[src/rtl/hs_unit_reset_sequencer_if.sv]
// hs_unit_reset_sequencer_if: request/acknowledge and status bundle between the
// reset sequencer (master) and the reset domains it controls (slave).
interface hs_unit_reset_sequencer_if #(
    parameter int NUM_STAGES = 4
) ();
    localparam int EW = (NUM_STAGES > 1) ? $clog2(NUM_STAGES) : 1;
    logic                  soft_req;
    logic [NUM_STAGES-1:0] stage_ack;
    logic [NUM_STAGES-1:0] stage_resetn;
    logic                  seq_busy;
    logic                  seq_done;
    logic                  timeout_err;
    logic [EW-1:0]         err_stage;
    modport master (
        input  soft_req, stage_ack,
        output stage_resetn, seq_busy, seq_done, timeout_err, err_stage
    );
    modport slave (
        output soft_req, stage_ack,
        input  stage_resetn, seq_busy, seq_done, timeout_err, err_stage
    );
endinterface

[src/rtl/hs_unit_reset_sequencer.sv]
// hs_unit_reset_sequencer: holds all domain resets, then releases them one at a
// time in index order, waiting for each domain's acknowledge with a timeout.
module hs_unit_reset_sequencer #(
    parameter int NUM_STAGES  = 4,
    parameter int HOLD_CYCLES = 16,
    parameter int ACK_TIMEOUT = 256
) (
    input  logic clk,
    input  logic resetn,
    hs_unit_reset_sequencer_if.master bus
);
    localparam int EW = (NUM_STAGES > 1) ? $clog2(NUM_STAGES) : 1;
    localparam logic [EW-1:0] LAST = EW'(NUM_STAGES - 1);
    typedef enum logic [2:0] {HOLD, RELEASE, WAIT_ACK, DONE, ERROR} state_t;
    state_t        state;
    logic [15:0]   hold_cnt;
    logic [15:0]   ack_cnt;
    logic [EW-1:0] k;
    // A soft request restarts exactly like reset, including clearing the sticky error.
    always_ff @(posedge clk) begin
        if (!resetn || bus.soft_req) begin
            state            <= HOLD;
            hold_cnt         <= 16'(HOLD_CYCLES);
            ack_cnt          <= '0;
            k                <= '0;
            bus.stage_resetn <= '0;
            bus.seq_busy     <= 1'b1;
            bus.seq_done     <= 1'b0;
            bus.timeout_err  <= 1'b0;
            bus.err_stage    <= '0;
        end else begin
            case (state)
                HOLD: begin
                    if (hold_cnt == 16'd0) state <= RELEASE;
                    else hold_cnt <= hold_cnt - 16'd1;
                end
                RELEASE: begin
                    bus.stage_resetn[k] <= 1'b1;
                    ack_cnt             <= 16'(ACK_TIMEOUT);
                    state               <= WAIT_ACK;
                end
                WAIT_ACK: begin
                    if (bus.stage_ack[k]) begin
                        if (k == LAST) begin
                            state        <= DONE;
                            bus.seq_busy <= 1'b0;
                            bus.seq_done <= 1'b1;
                        end else begin
                            k     <= k + 1'b1;
                            state <= RELEASE;
                        end
                    end else if (ack_cnt == 16'd1) begin
                        state           <= ERROR;
                        bus.seq_busy    <= 1'b0;
                        bus.timeout_err <= 1'b1;
                        bus.err_stage   <= k;
                    end else begin
                        ack_cnt <= ack_cnt - 16'd1;
                    end
                end
                default: ;
            endcase
        end
    end
endmodule

[src/flat_wrapper.sv]
// flat-port wrapper written by rule: the top's interface ports become plain ports
module hs_unit_reset_sequencer_flat 
#(
    parameter int NUM_STAGES  = 4,
    parameter int HOLD_CYCLES = 16,
    parameter int ACK_TIMEOUT = 256
)
  (clk, resetn, bus_soft_req, bus_stage_ack, bus_stage_resetn, bus_seq_busy, bus_seq_done, bus_timeout_err, bus_err_stage);
  hs_unit_reset_sequencer_if #(.NUM_STAGES(NUM_STAGES)) bus_i ();
  input  logic clk;
  input  logic resetn;
  input wire logic [$bits(bus_i.soft_req)-1:0] bus_soft_req;
  input wire logic [$bits(bus_i.stage_ack)-1:0] bus_stage_ack;
  output wire logic [$bits(bus_i.stage_resetn)-1:0] bus_stage_resetn;
  output wire logic [$bits(bus_i.seq_busy)-1:0] bus_seq_busy;
  output wire logic [$bits(bus_i.seq_done)-1:0] bus_seq_done;
  output wire logic [$bits(bus_i.timeout_err)-1:0] bus_timeout_err;
  output wire logic [$bits(bus_i.err_stage)-1:0] bus_err_stage;
  assign bus_i.soft_req = bus_soft_req;
  assign bus_i.stage_ack = bus_stage_ack;
  assign bus_stage_resetn = bus_i.stage_resetn;
  assign bus_seq_busy = bus_i.seq_busy;
  assign bus_seq_done = bus_i.seq_done;
  assign bus_timeout_err = bus_i.timeout_err;
  assign bus_err_stage = bus_i.err_stage;
  hs_unit_reset_sequencer #(.NUM_STAGES(NUM_STAGES), .HOLD_CYCLES(HOLD_CYCLES), .ACK_TIMEOUT(ACK_TIMEOUT)) u_core (.clk(clk), .resetn(resetn), .bus(bus_i));
endmodule
[config.mk]
export PLATFORM = sky130hd
export DESIGN_NAME = hs_unit_reset_sequencer_flat
export DESIGN_NICKNAME = d
export VERILOG_FILES = /design/src/rtl/hs_unit_reset_sequencer_if.sv /design/src/rtl/hs_unit_reset_sequencer.sv /design/src/flat_wrapper.sv
export SDC_FILE = /design/constraint.sdc
export NUM_CORES = 1
export LEC_CHECK = 0
export CORE_MARGIN = 2
export CORE_UTILIZATION = 42
export CTS_BUF_LIST = sky130_fd_sc_hd__clkbuf_4
export CTS_CLUSTER_DIAMETER = 100
export CTS_CLUSTER_SIZE = 16
export DETAILED_ROUTE_END_ITERATION = 7
export GPL_TIMING_DRIVEN = 0
export PLACE_DENSITY_LB_ADDON = 0.12
export RECOVER_POWER = 50
export SLEW_MARGIN = 15
export SYNTH_ARGS = -nofsm -noshare
export SYNTH_HDL_FRONTEND = slang
export SYNTH_SLANG_ARGS = --single-unit
[constraint.sdc]
create_clock -name clk -period 4.45 [get_ports clk]
set_input_delay 0.6675 -clock clk [delete_from_list [all_inputs] [get_ports clk]]
set_output_delay 0.6675 -clock clk [all_outputs]
set_load 0.05 [all_outputs]
==> reports/metrics.cfg, run 1 <==
[run_status]
status=completed

[global_routing]
grt_pass1_vias=1621
grt_pass1_wl_um=7620
grt_max_degree=14
grt.total_usage=0.162
grt_overflow=0
antenna_found_initial=0

[setup_path]
arrival_ns=3.16
critPathLaunchType=primary input
worstReg2RegStart=u_core.k[0]$_SDFFE_PP0P_
cp_max_fo=10
crit_start=bus_stage_ack[3]
cp.required_ns=4.74
timing.reg2reg.setup_slack_ns=1.93
critical_path_class=in -> reg
reg2regPathDepth=6
endpoint_kind=flip-flop
critPathCapture=u_core.ack_cnt[15]$_SDFFE_PP0P_
r2r_end=u_core.ack_cnt[15]$_SDFFE_PP0P_

[cells_and_area]
fin_nets=286
antenna_cells=0
stdcell_count=342
design_area_um2=2470
drive_above_1_share=0.0699
area_growth_pct=13.2

[synthesis]
netlist_instances=249
synth_warnings=0
seq_area_frac_synth=0.421
syn_area_um2=2190
yosysMostFrequentCell=dfxtp_1
syn_avg_cell_area_um2=8.78
synth_top_cell_by_area=dfxtp_1
yosys_most_used_dff=dfxtp_1
synth_area_leaders=dfxtp_1 42%, nor2_1 6.0%, xor2_1 5.2%, a21oi_1 4.6%, ha_1 4.6%
synth-edff-count=0
ys_types=41
synth-seq-cells=46
async_reset_ff_frac=0
ys_top_cells_by_count=46 x dfxtp_1, 35 x nor2_1, 20 x a21oi_1, 13 x xor2_1, 11 x or3_1
syn_nets=264
synth_top_area_share=0.421

[clocking]
cts_buffers=5
cts-root-buf=clkbuf_4
ctsHoldBuffers=0
clk_pin_slew_ns=0.14
htreeDepth=2
cts.sinks=46
cts_resized=0
insertion_delay_ns=0.35
cts_buffer_depth=2
cts_tree=done
post_cts_buffers=0

[power]
p_leak_uw=0.000936
fin_total_pwr_uw=819
powerDensity_nw_per_um2=331
peakVddDrop_uv=172

[route]
drt_iter0_drc=57
wl_per_cell_um=13.2
firstDrtPassIters=4
via_count=1804
ant_nets=0
wirelength_um=4510
viasPerCell=5.27
drt_drc_violations_left=0

[floorplan]
num_rows=26
core-area_um2=5070
dieArea_um2=5800
start_util=0.431
die_w_um=76.1
io_pins=16
die-height_um=76.1

[timing]
drv_slew=0
slew_headroom=0.270
fin_crit_ns=2.86
tightest_slew_ns=1.09
setup_viol=0
period_share=0.644
fin_skew_ns=0.0170
hold_viol=0
max_freq_ghz=0.349
grt_setup_unrepaired=no
fin_tns_setup_ns=0

[place]
hpwl_um=3240
place_area_um2=2420
routabilityCongestion=0.768
io_buffer_count=15
placedCellCount=334

[run]
maxCapViolCount=0

[worst_hold_path]
holdCritPathClass=reg -> reg

-- sequential cells by signal, indices dropped and copies added, names as in the netlist --
register                 count
u_core.hold_cnt             16
u_core.bus.timeout_err       1
u_core.bus.seq_done          1
u_core.bus.seq_busy          1
u_core.k                     2
u_core.ack_cnt              16
u_core.state                 3
u_core.bus.err_stage         2
u_core.bus.stage_resetn      4
-- layer usage --
metal / track usage / up-vias / part of all wire
li1: - / 940 / -
met2: 0.264 / 19 / 0.47
met1: 0.215 / 843 / 0.50
met5: 0 / - / 0
met4: 0.0491 / 0 / 0.0064
met3: 0.0355 / 2 / 0.024
-- cell type report --
type,instances,area [um2]
Timing Repair Buffer,15,150
Clock buffer,6,45.0
Multi-Input combinational cell,182,1180
Inverter,9,33.8
Fill cell,511,2600
Buffer,12,46.3
Tap cell,70,87.6
Clock inverter,2,8.76
Sequential cell,46,921
-- worst min path at each step --
stage,to,cells past startpoint,start
finish,u_core.bus.seq_done$_SDFFE_PP0P_,2,u_core.bus.seq_done$_SDFFE_PP0P_
global route,u_core.bus.seq_done$_SDFFE_PP0P_,2,u_core.bus.seq_done$_SDFFE_PP0P_
CTS,u_core.bus.seq_done$_SDFFE_PP0P_,2,u_core.bus.seq_done$_SDFFE_PP0P_
detailed placement,u_core.bus.seq_done$_SDFFE_PP0P_,2,u_core.bus.seq_done$_SDFFE_PP0P_
global placement,u_core.bus.seq_done$_SDFFE_PP0P_,2,u_core.bus.seq_done$_SDFFE_PP0P_
floorplan,u_core.ack_cnt[15]$_SDFFE_PP0P_,2,u_core.ack_cnt[15]$_SDFFE_PP0P_
-- worst max-delay path, stage by stage --
cell and delay [ns]:
dlygate4sd3_1 0.53, mux4_2 0.53, nor4b_1 0.35, a21oi_1 0.16, clkbuf_1 0.25, or4_1 0.51, a21oi_1 0.16
-- placed cells by master (no fill, tap or decap), types with 8 or more instances in the layout --
| cell | instances |
|---|---|
| dfxtp_1 | 46 |
| nor2_1 | 35 |
| a21oi_1 | 20 |
| xor2_1 | 13 |
| clkbuf_1 | 11 |
| or3_1 | 11 |
| dlygate4sd3_1 | 11 |
| o21ai_0 | 10 |
| inv_1 | 9 |
| nand4_1 | 8 |
| nand2_1 | 8 |
| or4_1 | 8 |
| ha_1 | 8 |
-- where the power goes --
part	internal, uW	leakage, uW	switching, uW
Sequential	429	0.000372	18.9
Clock	65.7	0.0000331	127
Combinational	75.8	0.000531	102
-- through the flow --
stage,setup WS [ns],utilization,hold WS [ns]
2_1_floorplan,2.01,-,0.452
3_3_place_gp,1.40,0.478,0.440
3_5_place_dp,1.41,0.478,0.445
4_1_cts,1.77,0.488,0.465
5_1_grt,1.51,0.487,0.477
6_report,1.59,0.487,0.456
-- logic make-up (layout without fill, tap and decap cells) --
kind of cell,count (synthesis),in the layout,synth area share
xor+xnor,17,17,0.0681
fa+ha+maj,8,8,0.0458
flops,46,46,0.421
simple gates,112,112,0.297
mux,4,4,0.0240
compound gates,41,41,0.107
buf+inv,21,44,0.0366
(Power assumes the default switching activity.)
==> run 2: changes to the inputs <==
clock period = 2.9 ns   (was 4.45 ns; I/O delays follow)
==> reports/metrics.cfg, run 2 (same netlist as run 1, synthesis figures left out) <==
[setup_path]
slowest_delay_ns=0.59  ; was 0.53 ns
path_buf_inv=1  ; was 2
cp_max_fo=10  ; unchanged
worstPathCellList=mux4_2 > nor4b_1 > a21oi_1 > clkbuf_1 > or4_1 > a21oi_1  ; was dlygate4sd3_1 > mux4_2 > nor4b_1 > a21oi_1 > clkbuf_1 > or4_1 > a21oi_1
critPathLaunchType=flip-flop  ; was primary input
crit_start=u_core.k[0]$_SDFFE_PP0P_  ; was bus_stage_ack[3]
cp.required_ns=3.20  ; was 4.74 ns
critical-path-top-delay-family=simple AND/OR/NAND/NOR gates  ; unchanged
crit_slowest_cell=mux4_2  ; was dlygate4sd3_1
arrival_ns=2.81  ; was 3.16 ns
path_common_cell=a21oi_1  ; unchanged
endpoint_kind=flip-flop  ; unchanged
critical_path_class=reg -> reg  ; was in -> reg
worstReg2RegStart=u_core.k[0]$_SDFFE_PP0P_  ; unchanged

[cells_and_area]
fin_nets=286  ; unchanged
stdcell_count=342  ; unchanged
area_growth_pct=12.9  ; was 13.2%
antenna_cells=0  ; unchanged
final_cell_mix=46 x dfxtp_1, 35 x nor2_1, 20 x a21oi_1, 13 x xor2_1  ; unchanged
top_regs=u_core.ack_cnt: 16 flops, u_core.hold_cnt: 16 flops, u_core.bus.stage_resetn: 4 flops  ; unchanged
seqCellArea_um2=921  ; unchanged
fill_cells=512  ; was 511
mostFrequentLayoutCell=dfxtp_1  ; unchanged
multi_input_area_um2=1180  ; about the same
drive_above_1_share=0.0662  ; was 0.0699

[place]
hpwl_um=3240  ; unchanged
routabilityCongestion=0.768  ; unchanged
placedCellCount=334  ; unchanged
io_buffer_count=15  ; unchanged

[clocking]
ctsHoldBuffers=0  ; unchanged
cts_buffers=5  ; unchanged
insertion_delay_ns=0.36  ; was 0.35 ns
htreeDepth=2  ; unchanged
cts_tree=done  ; unchanged
cts_resized=0  ; unchanged
post_cts_buffers=0  ; unchanged
cts.sinks=46  ; unchanged
cts-root-buf=clkbuf_4  ; unchanged
clk_pin_slew_ns=0.14  ; about the same
cts_buffer_depth=2  ; unchanged

[route]
firstDrtPassIters=4  ; unchanged
via_count=1801  ; was 1,804
wl_per_cell_um=13.2  ; about the same
ant_nets=0  ; unchanged
viasPerCell=5.27  ; about the same
drt_drc_violations_left=0  ; unchanged
drt_iter0_drc=56  ; was 57
wirelength_um=4510  ; about the same

[power]
peakVddDrop_uv=263  ; was 172 uV
powerDensity_nw_per_um2=509  ; was 331 nW/um2
p_leak_uw=0.000931  ; was 0.000936 uW

[timing]
fin_tns_setup_ns=0  ; unchanged
max_freq_ghz=0.397
fin_skew_ns=0.0197  ; was 0.0170 ns
drv_slew=0  ; unchanged
slew_headroom=0.295  ; was 0.270
setup_viol=0  ; unchanged
fin_crit_ns=2.52
tightest_slew_ns=1.05  ; was 1.09 ns
hold_viol=0  ; unchanged
period_share=0.868
grt_setup_unrepaired=no  ; unchanged

[worst_hold_path]
holdCritPathClass=reg -> reg  ; unchanged
hp-start=u_core.bus.seq_done$_SDFFE_PP0P_  ; unchanged

[floorplan]
die-height_um=76.1  ; unchanged
io_pins=16  ; unchanged
core-area_um2=5070  ; unchanged
start_util=0.431  ; unchanged
die_w_um=76.1  ; unchanged
num_rows=26  ; unchanged
dieArea_um2=5800  ; unchanged

[global_routing]
grt_overflow=0  ; unchanged
grt_max_degree=14  ; unchanged
grt.total_usage=0.162  ; unchanged
grt_pass1_wl_um=7620  ; unchanged
grt_pass1_vias=1621  ; unchanged
antenna_found_initial=0  ; unchanged

[run_status]
status=completed  ; unchanged

[run]
maxCapViolCount=0  ; unchanged

run 2: metrics by stage:
step	hold slack (ns)	instance area, um2	total power (uW)	utilization	setup WS, ns
2_1_floorplan	0.452	2190	909	-	0.687
3_3_place_gp	0.440	2420	971	0.478	0.0822
3_5_place_dp	0.445	2420	973	0.478	0.0909
4_1_cts	0.465	2480	1270	0.488	0.400
5_1_grt	0.477	2470	1340	0.486	0.158
6_report	0.457	2470	1260	0.486	0.382
run 2: path summary, 6_finish.rpt:
path / endpoint / slack, ns / cells after the start
max: u_core.ack_cnt[15]$_SDFFE_PP0P_ / 0.38 / 6
min: u_core.bus.seq_done$_SDFFE_PP0P_ / 0.46 / 2
min reg2reg: u_core.bus.seq_done$_SDFFE_PP0P_ / 0.46 / 2
max reg2reg: u_core.ack_cnt[15]$_SDFFE_PP0P_ / 0.38 / 6
run 2: power breakdown:
group	switching (uW)	total [uW]	internal (uW)
Clock	197	298	101
Sequential	29.1	688	659
Combinational	155	271	116
Total	381	1260	876
run 2: worst register-to-register path, delay by kind of cell, from the launching register on:
kind                   cells  cell delay (ns)
AND/OR/NAND/NOR            2             0.85
buffers and inverters      1             0.27
multiplexers               1             0.59
flip-flops                 1             0.45
AO/OA/AOI/OAI              2             0.31
run 2: area by class of cell:
class	instances	share of cell area
inverters	9	0.0137
multi-input cells	182	0.476
well taps	70	0.0355
clock inverters	2	0.00355
plain buffers	12	0.0188
flip-flops and latches	46	0.373
clock buffers	6	0.0182
repair buffers	15	0.0608
run 2: layer usage:
metal / part of all wire / wire [um] / global-route usage / up-vias
met5: 0 / 0 / 0 / -
met4: 0.0064 / 29 / 0.0491 / 0
met3: 0.023 / 103 / 0.0355 / 2
met2: 0.47 / 2110 / 0.264 / 17
met1: 0.50 / 2270 / 0.215 / 841
li1: - / - / - / 941
==> run 3: changes to the inputs <==
CAP_MARGIN = 5   (was default)
CORE_UTILIZATION = 30   (was 42)
==> reports/metrics.cfg, run 3 (same netlist as run 1, synthesis figures left out) <==
[worst_hold_path]
hp-start=u_core.bus.seq_done$_SDFFE_PP0P_  ; unchanged
hold_path_depth=2  ; unchanged
holdCritPathClass=reg -> reg  ; unchanged
holdPathEnd=u_core.bus.seq_done$_SDFFE_PP0P_  ; unchanged

[floorplan]
start_util=0.306  ; was 0.431
io_pins=16  ; unchanged
num_rows=31  ; was 26
die-height_um=89.4  ; was 76.1 um
dieArea_um2=7990  ; was 5800 um2
die_w_um=89.4  ; was 76.1 um
core-area_um2=7140  ; was 5070 um2

[cells_and_area]
design_area_um2=2490  ; was 2470 um2
fill_cells=776  ; was 512
antenna_cells=0  ; unchanged
area_growth_pct=14.0  ; was 12.9%
drive_above_1_share=0.0593  ; was 0.0662
fin_nets=286  ; unchanged
top_regs=u_core.ack_cnt: 16 flops, u_core.hold_cnt: 16 flops, u_core.bus.stage_resetn: 4 flops  ; unchanged
final_cell_mix=46 x dfxtp_1, 35 x nor2_1, 20 x a21oi_1, 13 x xor2_1  ; unchanged
mostFrequentLayoutCell=dfxtp_1  ; unchanged
stdcell_count=369  ; was 342

[timing]
fin_skew_ns=0.00458  ; was 0.0197 ns
finalWorstSetupSlack_ns=0.371  ; was 0.382 ns
max_freq_ghz=0.395  ; was 0.397 GHz
drv_slew=0  ; unchanged
grt_setup_unrepaired=no  ; unchanged
fin_crit_ns=2.53  ; was 2.52 ns
hold_viol=0  ; unchanged
setup_viol=0  ; unchanged
slew_headroom=0.300  ; was 0.295
fin_tns_setup_ns=0  ; unchanged
period_share=0.872  ; was 0.868
tightest_slew_ns=1.04  ; was 1.05 ns

[setup_path]
endpoint_kind=flip-flop  ; unchanged
critical_path_class=reg -> reg  ; unchanged
reg2regPathDepth=6  ; unchanged
timing.reg2reg.setup_slack_ns=0.37  ; was 0.38 ns
cp_max_fo=10  ; unchanged
worstReg2RegStart=u_core.k[0]$_SDFFE_PP0P_  ; unchanged
arrival_ns=2.81  ; about the same
r2r_end=u_core.ack_cnt[10]$_SDFFE_PP0P_  ; was u_core.ack_cnt[15]$_SDFFE_PP0P_
cp.required_ns=3.18  ; was 3.20 ns
critPathLaunchType=flip-flop  ; unchanged

[route]
drt_iter0_drc=44  ; was 56
via_count=1798  ; was 1,801
viasPerCell=4.87  ; was 5.27
ant_nets=0  ; unchanged
wl_per_cell_um=12.9  ; was 13.2 um
drt_drc_violations_left=0  ; unchanged
firstDrtPassIters=4  ; unchanged
wirelength_um=4750  ; was 4510 um

[clocking]
insertion_delay_ns=0.35  ; was 0.36 ns
cts.sinks=46  ; unchanged
post_cts_buffers=0  ; unchanged
cts-root-buf=clkbuf_4  ; unchanged
ctsHoldBuffers=0  ; unchanged
htreeDepth=2  ; unchanged
clk_pin_slew_ns=0.12  ; was 0.14 ns
cts_tree=done  ; unchanged
cts_resized=0  ; unchanged
cts_buffers=5  ; unchanged
cts_buffer_depth=2  ; unchanged

[global_routing]
antenna_found_initial=0  ; unchanged
grt_pass1_wl_um=8180  ; was 7620 um
grt_overflow=0  ; unchanged
grt_max_degree=13  ; was 14
grt_pass1_vias=1639  ; was 1,621
grt.total_usage=0.133  ; was 0.162

[run]
maxCapViolCount=0  ; unchanged

[place]
preCtsSetupSlack_ns=0.0263  ; was 0.0909 ns
place_area_um2=2460  ; was 2420 um2
placedCellCount=363  ; was 334
io_buffer_count=15  ; unchanged
routabilityCongestion=0.764  ; was 0.768
hpwl_um=3400  ; was 3240 um

[power]
powerDensity_nw_per_um2=495  ; was 509 nW/um2
peakVddDrop_uv=199  ; was 263 uV
fin_total_pwr_uw=1230  ; was 1260 uW
p_leak_uw=0.000922  ; was 0.000931 uW

[run_status]
status=completed  ; unchanged

run 3: final cells by class:
class / instances / area (um2) / area share
flip-flops and latches: 46 / 921 / 0.369
well taps: 99 / 124 / 0.0497
inverters: 9 / 33.8 / 0.0136
clock buffers: 5 / 37.5 / 0.0151
plain buffers: 12 / 46.3 / 0.0186
repair buffers: 15 / 150 / 0.0602
multi-input cells: 182 / 1180 / 0.472
clock inverters: 1 / 3.75 / 0.00151
run 3: worst max path at each step:
stage	from	to	slack, ns	depth (start not counted)
CTS	u_core.k[0]$_SDFFE_PP0P_	u_core.ack_cnt[10]$_SDFFE_PP0P_	0.36	6
floorplan	u_core.k[0]$_SDFFE_PP0P_	u_core.ack_cnt[8]$_SDFFE_PP0P_	0.69	5
global placement	bus_stage_ack[2]	u_core.ack_cnt[10]$_SDFFE_PP0P_	0.02	7
detailed placement	bus_stage_ack[2]	u_core.ack_cnt[15]$_SDFFE_PP0P_	0.03	7
global route	u_core.state[1]$_SDFFE_PP0P_	u_core.ack_cnt[15]$_SDFFE_PP0P_	0.10	6
finish	u_core.k[0]$_SDFFE_PP0P_	u_core.ack_cnt[10]$_SDFFE_PP0P_	0.37	6
run 3: metrics by stage:
| stage | hold WS [ns] | utilization |
|---|---|---|
| after floorplan | 0.452 | - |
| after global placement | 0.440 | 0.345 |
| after detailed placement | 0.442 | 0.345 |
| after CTS | 0.461 | 0.350 |
| after global routing | 0.491 | 0.349 |
| final | 0.452 | 0.349 |
run 3: routing by layer:
metal,GRT usage,vias up,wire length [um]
met5,0,-,0
met4,0.0366,0,59
met3,0.0314,5,129
met2,0.203,24,2190
met1,0.187,837,2370
li1,-,932,-
run 3: report_power, final:
group / total, uW / switching (uW) / internal [uW]
Sequential: 687 / 28.6 / 659
Clock: 273 / 190 / 83.3
Combinational: 272 / 156 / 116
Total: 1230 / 374 / 858
run 3: worst max-delay path, cell delays in order (launching register included):
cell      delay, ns
dfxtp_1        0.45
mux4_2         0.59
nor4b_1        0.33
a21oi_1        0.15
clkbuf_1       0.27
or4_1          0.51
a21oi_1        0.15
